## src/rtl/clock_div_counter.sv

```systemverilog
// Programmable divide counter: wraps at the latched period, emitting a one-cycle tick and a clk/(2*period) square wave.
// All outputs are registered (one clk from the sampled inputs); period changes are adopted only at a wrap or on load.
module clock_div_counter #(
  parameter int WIDTH       = 19,
  parameter int DIV_DEFAULT = 500000
) (
  input  logic             clk,
  input  logic             reset,
  input  logic             en,
  input  logic             load,
  input  logic [WIDTH-1:0] div_val,
  output logic [WIDTH-1:0] count,
  output logic             tick,
  output logic             clk_out,
  output logic             running
);

  typedef enum logic {STOP = 1'b0, RUN = 1'b1} state_t;

  localparam logic [WIDTH-1:0] DIV_INIT = WIDTH'(DIV_DEFAULT);
  localparam logic [WIDTH-1:0] ONE      = WIDTH'(1);

  state_t           state;
  logic [WIDTH-1:0] period_q;
  logic [WIDTH-1:0] period_eff;
  logic [WIDTH-1:0] last_cnt;
  logic             at_wrap;

  assign period_eff = (div_val == '0) ? ONE : div_val;
  // period_q is never zero outside of a misconfigured DIV_DEFAULT; keep the subtraction safe anyway.
  assign last_cnt   = (period_q == '0) ? '0 : period_q - ONE;
  assign at_wrap    = (count >= last_cnt);
  assign running    = (state == RUN);

  always_ff @(posedge clk or negedge reset) begin
    if (!reset) begin
      state    <= STOP;
      count    <= '0;
      period_q <= DIV_INIT;
      tick     <= 1'b0;
      clk_out  <= 1'b0;
    end else begin
      state <= en ? RUN : STOP;
      if (load) begin
        count    <= '0;
        tick     <= 1'b0;
        clk_out  <= 1'b0;
        period_q <= period_eff;
      end else if (en) begin
        if (at_wrap) begin
          count    <= '0;
          tick     <= 1'b1;
          clk_out  <= ~clk_out;
          period_q <= period_eff;
        end else begin
          count <= count + ONE;
          tick  <= 1'b0;
        end
      end else begin
        tick <= 1'b0;
      end
    end
  end

endmodule

```

## config.mk

```make
export PLATFORM = sky130hd
export DESIGN_NAME = clock_div_counter
export DESIGN_NICKNAME = d
export VERILOG_FILES = /design/src/rtl/clock_div_counter.sv
export SDC_FILE = /design/constraint.sdc
export NUM_CORES = 1
export LEC_CHECK = 0
export ABC_CLOCK_PERIOD_IN_PS = 6290
export BUFFER_PORTS_ARGS = -buffer_cell sky130_fd_sc_hd__buf_2
export CAP_MARGIN = 0
export CORE_ASPECT_RATIO = 1.1
export CORE_MARGIN = 5
export CORE_UTILIZATION = 55
export DETAILED_ROUTE_END_ITERATION = 8
export PLACE_DENSITY = 0.78
export RECOVER_POWER = 100
export SLEW_MARGIN = 15
export SYNTH_ARGS = -nofsm -noshare
export SYNTH_HDL_FRONTEND = slang
export SYNTH_SLANG_ARGS = --single-unit
```

## constraint.sdc

```tcl
create_clock -name clk -period 6.29 [get_ports clk]
set_input_delay 1.258 -clock clk [delete_from_list [all_inputs] [get_ports clk]]
set_output_delay 1.258 -clock clk [all_outputs]
set_load 0.05 [all_outputs]
```

Yosys cells after proc, flatten, opt, wreduce, memory -nomap -nowiden
Cells that the tools add are included.
Widths: inputs -> output; s select.

operators by class
  add/sub/neg operators = 2
  magnitude comparators = 1
  muxes and demuxes = 15
  bitwise gates (word level) = 1
  reductions and logical operators = 5

operators with widths
  operator               number
  $mux 19                8
  $logic_not 19->1       2
  $add 19x1->19 const B  1
  $ge 19x19->1           1
  $sub 19x1->19 const B  1
  $mux 1                 7
  $reduce_bool 2->1      2
  $reduce_and 2->1       1
  $not 1->1              1

word-level totals
  flip-flop bits (word level) = 41
  output and inout port bits = 22
  logic and storage cells = 29

Depth between registers and ports, before layout
  depth in word-level cells = 6
  mapped depth = 16
  depth with buffers taken out = 13

Least setup slack after synthesis
Ideal clock, no wire load.

  path kind = flip-flop to flip-flop
  start point = register period_q[10]
  end point = register period_q[10]
  arrival = 4,150 ps
  required time = 6,165 ps
  path slack = 2,016 ps
  stages on the path, launching flop included = 16
  buffers on the path = 2
  clock period less this slack = 4,274 ps
  cell sequence = dfrtp_1 -> or4_4 -> nor4_4 -> nand2b_1 -> or4_1 -> or2_1 -> buf_6 -> and2_1 -> ha_1 -> nand2b_1 -> a211oi_1 -> o311a_1 -> o211ai_2 -> a21oi_2 -> buf_2 -> mux2_2

on the way
  longest elaborated chain between the ends = 5
  elaborated cells between the ends (all ways) = 6
  those cells by class = add/sub: 1; order compare: 1; mux: 1; reduce/logical: 3

RTL lines
  element                                            RTL line  source
  from (decl)                                        24        logic [WIDTH-1:0] period_q;
  from (signal assigned)                             48        period_q <= period_eff;
  from (signal assigned)                             54        period_q <= period_eff;
  $sub 19x1->19 or $logic_not 19->1 (tied branches)  31        assign last_cnt = (period_q == '0) ? '0 : period_q - ONE;
  $mux 19 *                                          31
  $ge 19x19->1 *                                     32        assign at_wrap = (count >= last_cnt);
  $reduce_bool 2->1 (no source line) *               -
  $reduce_and 2->1 (no source line) *                -

Every way passes the cells marked *; elsewhere a longest branch is shown, timed or not.
A chain may end at the register's enable or synchronous reset.

Worst setup path after layout
  start point = register period_q[10]
  end point = register period_q[12]

The elaborated chain is that of the path after synthesis.

==> impl_metrics.tcl <==
set metrics [dict create \
    synth_compound_area_frac 0.1247 \
    syn-cell-area_sq_um 2720 \
    numCtsBuffers 5 \
    setup_viol 0 \
    ys_dominant_reg_cell "dfrtp_1" \
    peakVddDrop_v 0.0001557 \
    die_area_sq_um 6453 \
    postCtsSetupRepairBufs 0 \
    hold-worst-slack_ns 0.5707 \
    grt_pass1_wl_microns 10600 \
    die_h_microns 83.76 \
    grt_usage 0.1976 \
    dp_hpwl_microns 4490 \
    n_fill_cell 405 \
    start_util 0.5767 \
    clk_latency_ns 0.30 \
    num_antenna_cells 0 \
    worst_setup_path_end_kind "register" \
    synthSimpleGateAreaFrac 0.2364 \
    tightest_slew_ns 2.125 \
    final_cell_mix "41 x nand2_1, 34 x dfrtp_1, 25 x nand3_1, 25 x clkbuf_1, 21 x ha_1" \
    dr.pass1.iters 4 \
    worst_setup_path_start_kind "register" \
    std_cell_rows 26 \
    crit_fanout 19 \
    skew_ns 0.006415 \
    synth_warnings 0 \
    holdCritPathClass "register to register" \
    synth_nets 330 \
    powerDensity_nw_per_um2 192.0 \
    nNetsFinal 374 \
    cp_slowest_stage_delay_ns 0.80 \
    placed_cells 379 \
    post-route-period-util 0.8168 \
    drive_above_1_share 0.1903 \
    synthAdderAreaFrac 0.09660 \
    ant_nets 0 \
    cp_cell_sequence "or4_1, nor4_1, nand2b_1, or4_1, or2_0, and2_0, ha_1, nand2b_1, a211oi_1, o311a_1, o211ai_1, a21oi_2, mux2_2" \
    ff_latch_area_sq_um 1035 \
    synth_edf_count 0 \
    via_count 2299 \
    synth-seq-area-share 0.3804 \
    fmax_mhz 194.6 \
    multi_input_area_sq_um 1578 \
    drt_iter0_markers 119 \
    layout_commonest_cell "nand2_1" \
    die_x_microns 77.05 \
    hold_violations 0 \
    maxCapViolCount 1 \
    p_leak_nw 1.296 \
    htreeDepth 2 \
    timing.slew.headroom -0.4166 \
    instances_no_fill 387 \
    ys_ff_latch 41 \
    rsz0062_at_grt "no" \
    cts.sink_count 41 \
    routedWlPerCell_microns 15.11 \
    yosysTopAreaCell "dfrtp_1" \
    tritoncts "done" \
    violations "max-capacitance violations, max-slew violations" \
    grt_pass1_vias 2292 \
    cts_resized 0 \
    netlist-cell-type-count 47 \
    drv_slew 42 \
    core_area_sq_um 4717 \
    setup_tns_ns 0 \
    grt_max_degree 42 \
    r2r_slack_ns 1.15 \
    routabilityCongestion 0.7847 \
    cts-hold-fix-buffers 0 \
    antenna_found_initial 0 \
    synth_top_family_by_area "simple AND/OR/NAND/NOR gates" \
    path_clk_slew_ns 0.07 \
    synth_top_area_share 0.3128 \
    crit_type "register to register" \
    synth_area_leaders "dfrtp_1 31%, ha_1 9.7%, mux2_2 8.3%, dfstp_2 6.8%, nand2_1 5.7%" \
    worstPathArrival_ns 5.32 \
    syn_avg_cell_area_sq_um 9.511 \
    io_pins 45 \
    min_period_ns 5.138 \
    critPathRequiredTime_ns 6.47 \
    wirelength_microns 5846 \
    overflow 0 \
    synthMuxAreaShare 0.08280 \
    postSynthCellCount 286 \
    area_delta_synth_final_pct 10.86 \
    post-route-drc-count 0 \
    port_buffers 44 \
    synthArstFlopShare 1.000 \
    cts.path.max_buffers 2 \
    status "finished, violations left" \
    cp_slowest_cell "a21oi_2" \
    clockRootBuffer "clkbuf_8" \
    synthXorXnorAreaFrac 0.04830 \
    viasPerCell 5.941 \
]
==> cell type report <==
type / instances / share of cell area
tap: 56 / 0.02324
timing repair buffer: 45 / 0.06432
sequential: 41 / 0.3432
clock buffer: 7 / 0.03195
clock inverter: 1 / 0.001660
multi-input combinational: 227 / 0.5232
inverter: 10 / 0.01245
==> critical path, delay by kind of cell, from the launching register on <==
kind                       cells  cell delay [ns]
adders and majority gates      1             0.26
AOI/OAI and AO/OA              4             1.47
DFF                            1             0.41
and+or+nand+nor                7             2.46
muxes                          1             0.41
==> power by group <==
| part | internal (mW) | total (mW) | switching [mW] |
|---|---|---|---|
| registers | 0.281 | 0.298 | 0.0171 |
| logic | 0.0414 | 0.0917 | 0.0503 |
| clock network | 0.0992 | 0.190 | 0.0904 |
==> synth_stat cells, types with 2 or more instances <==
library cell	number
a211oi_1	2
a21o_1	2
a21oi_1	11
and2_1	2
and3_1	4
buf_6	2
clkbuf_1	5
dfrtp_1	34
dfstp_2	7
ha_1	21
inv_1	10
mux2_2	20
nand2_1	41
nand2b_1	5
nand3_1	25
nand3b_1	2
nand4_1	3
nor2_1	13
nor2b_1	2
nor3_1	4
nor4_1	5
o21ai_0	8
o22a_1	2
o311ai_0	10
o41ai_1	2
or2_2	3
or3_1	3
or4_1	5
or4_4	2
xnor2_1	5
xor2_1	10
==> flip-flops by register name, indices dropped and copies added, names as in the netlist <==
| name | cells |
|---|---|
| tick | 1 |
| count | 19 |
| running | 1 |
| clk_out | 1 |
| period_q | 19 |
==> logic make-up after synthesis <==
kind of cell / after synthesis
AO/OA/AOI/OAI: 47
adder cells (fa/ha/maj): 21
buffers and inverters: 18
flip-flops: 41
XOR/XNOR: 15
multiplexers: 20
AND/OR/NAND/NOR: 124
==> layer usage <==
layer	GRT usage	routed length, microns
met1	0.2503	2565
met2	0.3328	2887
met3	0.04536	294
met4	0.06094	99
met5	0	0
==> metrics by stage <==
step / total power [mW] / utilization / area [sq um] / worst slack, ns
final: 0.5791 / 0.6393 / 3015 / 1.152
after floorplan: 0.3659 / - / 2720 / 2.016
after detailed placement: 0.3987 / 0.6300 / 2972 / 1.503
after global placement: 0.3942 / 0.6300 / 2972 / 1.558
after CTS: 0.5889 / 0.6515 / 3073 / 1.487
after global routing: 0.6163 / 0.6393 / 3015 / 0.7749
==> worst paths after layout <==
kind	start	end	cells past startpoint
setup / recovery	period_q[10]	period_q[12]	13
hold / removal	period_q[14]	period_q[14]	1
setup reg to reg	period_q[10]	period_q[12]	13
hold reg to reg	period_q[14]	period_q[14]	1
max in group asynchronous	reset	count[14]	1
min in group asynchronous	reset	running	1
Note: power is estimated with default switching activity, not from simulation.
